### src/rtl/rf_operand_fetch.sv
// Operand-fetch initiator: issues rs/rt reads, latches A/B and hands them to the ALU stage.
// Optional RF_OPERAND_FWD_EN: forward/snoop register-file writes into the held operands.
module rf_operand_fetch #(
  parameter int DW = 32,
  parameter int AW = 5,
  parameter int CW = 16
) (
  input  logic          clk,
  input  logic          rst,
  input  logic          req_valid,
  output logic          req_ready,
  input  logic [31:0]   instr,
  output logic [AW-1:0] ra1,
  output logic [AW-1:0] ra2,
  input  logic [DW-1:0] rd1,
  input  logic [DW-1:0] rd2,
  input  logic          wr_en,
  input  logic [AW-1:0] wr_addr,
  input  logic [DW-1:0] wr_data,
  output logic [DW-1:0] a_out,
  output logic [DW-1:0] b_out,
  output logic          out_valid,
  input  logic          out_ready,
  output logic [CW-1:0] fetch_cnt
);

  typedef enum logic [1:0] {IDLE, READ, HOLD} state_t;

  state_t          state, state_nxt;
  logic [AW-1:0]   rs_q, rt_q;
  logic [DW-1:0]   a_q, b_q, a_cap, b_cap;
  logic [CW-1:0]   cnt_q;
  logic            accept, capture, done;

  wire [AW-1:0] rs_in = instr[21 +: AW];
  wire [AW-1:0] rt_in = instr[16 +: AW];

  logic unused_instr;
  assign unused_instr = ^{instr[31:26], instr[15:0]};

  always_ff @(posedge clk or posedge rst) begin
    if (rst) state <= IDLE;
    else     state <= state_nxt;
  end

  always_comb begin
    state_nxt = state;
    case (state)
      IDLE:    if (req_valid) state_nxt = READ;
      READ:    state_nxt = HOLD;
      HOLD:    if (out_ready) state_nxt = IDLE;
      default: state_nxt = IDLE;
    endcase
  end

  always_comb begin
    req_ready = 1'b0;
    out_valid = 1'b0;
    accept    = 1'b0;
    capture   = 1'b0;
    done      = 1'b0;
    case (state)
      IDLE: begin
        req_ready = 1'b1;
        accept    = req_valid;
      end
      READ: capture = 1'b1;
      HOLD: begin
        out_valid = 1'b1;
        done      = out_ready;
      end
      default: ;
    endcase
  end

`ifdef RF_OPERAND_FWD_EN
  // Register 0 never matches, so writes to it can't leak into an operand.
  logic snoop_a, snoop_b, hold_upd;
  assign snoop_a  = wr_en && (wr_addr == rs_q) && (rs_q != '0);
  assign snoop_b  = wr_en && (wr_addr == rt_q) && (rt_q != '0);
  assign hold_upd = (state == HOLD) && !out_ready;
  assign a_cap    = (rs_q == '0) ? '0 : (snoop_a ? wr_data : rd1);
  assign b_cap    = (rt_q == '0) ? '0 : (snoop_b ? wr_data : rd2);
`else
  logic unused_wr;
  assign unused_wr = ^{wr_en, wr_addr, wr_data};
  assign a_cap     = (rs_q == '0) ? '0 : rd1;
  assign b_cap     = (rt_q == '0) ? '0 : rd2;
`endif

  always_ff @(posedge clk or posedge rst) begin
    if (rst) begin
      rs_q  <= '0;
      rt_q  <= '0;
      a_q   <= '0;
      b_q   <= '0;
      cnt_q <= '0;
    end else begin
      if (accept) begin
        rs_q <= rs_in;
        rt_q <= rt_in;
      end
      if (capture) begin
        a_q <= a_cap;
        b_q <= b_cap;
      end
`ifdef RF_OPERAND_FWD_EN
      // A write racing the handshake is dropped: the consumer already took the old value.
      else if (hold_upd) begin
        if (snoop_a) a_q <= wr_data;
        if (snoop_b) b_q <= wr_data;
      end
`endif
      if (done) cnt_q <= cnt_q + CW'(1);
    end
  end

  assign ra1       = rs_q;
  assign ra2       = rt_q;
  assign a_out     = a_q;
  assign b_out     = b_q;
  assign fetch_cnt = cnt_q;

endmodule
### config.mk
export PLATFORM = sky130hd
export DESIGN_NAME = rf_operand_fetch
export DESIGN_NICKNAME = d
export VERILOG_FILES = /design/src/rtl/rf_operand_fetch.sv
export SDC_FILE = /design/constraint.sdc
export NUM_CORES = 1
export LEC_CHECK = 0
export ABC_AREA = 1
export CORE_UTILIZATION = 41
export DETAILED_ROUTE_END_ITERATION = 10
export HOLD_SLACK_MARGIN = 0.08
export PLACE_DENSITY = 0.95
export SYNTH_ARGS = -nofsm -noshare
export SYNTH_HDL_FRONTEND = slang
export SYNTH_SLANG_ARGS = --single-unit
### constraint.sdc
create_clock -name clk -period 8.5 [get_ports clk]
set_input_delay 1.7 -clock clk [delete_from_list [all_inputs] [get_ports clk]]
set_output_delay 1.7 -clock clk [all_outputs]
set_load 0.02 [all_outputs]
==> results.md <==
* CTS tree: built
* Required time of the critical path at 6.80 ns
* Clock transition at the register clock pins on the worst setup and hold paths after CTS at 0.09 ns
* Timing-limited maximum frequency at 299.0 MHz
* Hold Vio Cnt, Final at 0
* Input/output buffers at 169
* Hold buffers post-CTS at 0
* Y dimension of the die at 98.92 um
* Routed WL at 9.887 mm
* Ys flop type: dfrtp_1
* Worst-case clock buffer depth at 2
* Initial Utilization at 0.4208
* Total I/O pin count at 230
* Number of antenna violations at the first check in global routing at 1
* Hold Crit Class: register to register
* Critical path data arrival time at 1.64 ns
* Aggregate global-route resource usage at 0.2101
* Status: finished clean
* Final setup violation count at 0
* Hold Path End: a_out[11]$_DFFE_PP0N_
* Number of filler cells placed in the layout at 736
* Most common cell in the synthesized netlist: nand2_1
* Asr flop ratio synth at 1.000
* Sequential cell area in the final layout at 2302 um^2
* Post-CTS resize count at 0
* Final Max Tran Viols at 0
* Postcts setup bufs at 0
* Areal power density over the cells at 359.6 nW/um^2
* Start point of the worst hold path: a_out[11]$_DFFE_PP0N_
* Largest net degree at the start of global routing at 93
* Area used by multi-input combinational logic at 1348 um^2
* Number of synthesized register bits at 92
* Number of global-route vias before repair at 3419
* Synth top cells by count: nand2_1 (187), dfrtp_1 (92), nand3_1 (72)
* DIE AREA at 9785 um^2
* Post-Syn Instances at 430
* Startpoint-to-endpoint class of the critical path: register to output pin
* Worst hold stages at 2
* Avg WL per Cell at 14.02 um
* Maximum fanout along the worst path at 5
* Actual transition at the worst max-transition pin at 1.138 ns
* Global-route wire length before repair at 16.41 mm
* Number of buffers inserted during clock tree synthesis at 9
* H-Tree Depth at 3
* RSZ-0062 raised after global routing: false
* First-pass iteration count of the detailed router at 4
* Count of vias placed by the detailed router at 3447
* CP Launch Type: register
* Max-slew headroom at 0.2412
* MaxCap Viol Count at 0
* Count of distinct cell types in the synthesized netlist at 22
* Number of clock sinks at 92
* Diode count at 0
* FP Rows at 35
* Reg2Reg Capture Point: a_out[23]$_DFFE_PP0N_
* Mapped Area at 3851 um^2
* Synthesized area per cell at 8.956 um^2
* Peak supply drop at 0.1880 mV
* Cell taking the most area after synthesis: dfrtp_1
* Sequential-to-total area share from yosys stat at 0.5978
* Cells on worst reg2reg path at 5
* Syn-to-layout area delta at 49.51%
* Final total negative setup slack at 0 ns
* Startpoint of the worst register-to-register path: state[1]$_DFFE_PP0P_
* Synth Warn # at 0
* Synthesized netlist net count at 569
* Synth top area share at 0.5978
* Post-detail-place hpwl at 6.820 mm
* EDFF count, synth at 0
* Share of the clock period used by the worst path after layout at 0.3934
* Type of element capturing the critical path: output pin
* Area of the core region at 9153 um^2
* Count of nets after finishing at 729
* Clock root buffer: clkbuf_8
* Layout Skew at 0.01067 ns
* Residual overflow from global routing at 0
* Number of DRC violations after detailed routing at 0
* Leakage Power at 2.748 nW
* Source-to-sink clock delay at the later pin of the worst-skew pair at 0.34 ns
* Largest cells by area after synthesis: dfrtp_1 (60%), nand2_1 (18%), nand3_1 (9.4%)
* Final RePlAce weighted congestion at 0.8701
* Internal reg-to-reg setup slack at 6.28 ns
* Width of the die at 98.92 um
* Clock period minus final worst setup slack at 3.344 ns
* Antenna viol nets, final at 0
* Ratio of cells with drive above 1 in the final layout at 0.04209
* PnR Total Power at 0.002071 W
* Starting DRT DRC Count at 181
* Average vias per placed instance at 4.889
cells by family after synthesis:
group,count (synthesis),synth area share
and+or+nand+nor,285,0.3129
DFF,92,0.5978
xor gates and xnor gates,11,0.02502
buffers and inverters,37,0.05425
muxes,1,0.002924
adders and majority gates,1,0.003248
AOI/OAI and AO/OA,3,0.003897
sequential cells by signal, summed over array words and instances (netlist names):
signal	count
state	2
a_out	32
ra1	5
fetch_cnt	16
ra2	5
b_out	32
worst max-delay path by stage:
stage / startpoint / endpoint / slack [ns] / depth (start not counted)
after floorplan: rst / a_out[0]$_DFFE_PP0N_ / 4.41 / 1
after global placement: rst / fetch_cnt[6]$_DFFE_PP0P_ / 5.35 / 3
after detailed placement: rst / fetch_cnt[7]$_DFFE_PP0P_ / 5.30 / 3
after CTS: state[1]$_DFFE_PP0P_ / out_valid / 5.12 / 3
after global routing: state[1]$_DFFE_PP0P_ / out_valid / 5.05 / 3
final: state[1]$_DFFE_PP0P_ / out_valid / 5.16 / 3
critical path: stages, from the launching register on:
cell and delay (ns):
dfrtp_1 0.49, inv_1 0.06, nor2_1 0.13, clkdlybuf4s50_1 0.62
metrics by stage:
| step | util | setup slack, ns | cells | instance area, um^2 | hold slack, ns |
|---|---|---|---|---|---|
| 2_1_floorplan | - | 4.408 | 430 | 3851 | 0.5785 |
| 3_3_place_gp | 0.6067 | 5.348 | 690 | 5553 | 0.4607 |
| 3_5_place_dp | 0.6067 | 5.302 | 690 | 5553 | 0.4644 |
| 4_1_cts | 0.6291 | 5.124 | 705 | 5758 | 0.4882 |
| 5_1_grt | 0.6291 | 5.046 | 705 | 5758 | 0.5070 |
| 6_report | 0.6291 | 5.156 | 705 | 5758 | 0.4851 |
routing by layer:
metal / global-route usage / vias to the layer above / routed length, um
met4: 0.04707 / 2 / 129
met1: 0.2635 / 1623 / 4216
met3: 0.06738 / 15 / 736
met5: 0 / - / 16
met2: 0.3550 / 137 / 4789
li1: - / 1670 / -
report_power, final:
part / leakage [nW] / switching, W / total (W) / internal (W)
logic: 1.49 / 0.000570 / 0.00102 / 0.000454
registers: 1.16 / 0.000119 / 0.000738 / 0.000620
clock network: 0.102 / 0.000145 / 0.000308 / 0.000163
total: 2.75 / 0.000834 / 0.00207 / 0.00124
final cells by class:
class                      instances  share of cell area
sequential                        92              0.3998
tap                              111             0.02412
multi-input combinational        301              0.2340
clock inverter                     5             0.01347
inverter                          15            0.009996
clock buffer                      10             0.02216
timing repair buffer             171              0.2964
layout by cell type (no fill, tap or decap):
cell and count:
mux2_2 1, clkinv_2 3, buf_4 2, o21ai_1 1, nand4_1 1, xor2_1 3, xnor2_1 8, clkbuf_8 9
o21ai_0 2, ha_1 1, nor2_4 3, nand2_2 2, nand3_1 72, bufinv_16 2, nand3b_1 1, clkbuf_1 1
dfrtp_1 92, inv_2 1, nor3_1 4, nand3_4 1, nor2_1 14, clkdlybuf4s50_1 169, nand2_1 187, inv_1 13
clkinvlp_4 1
Note: power is estimated with default switching activity, not from simulation.
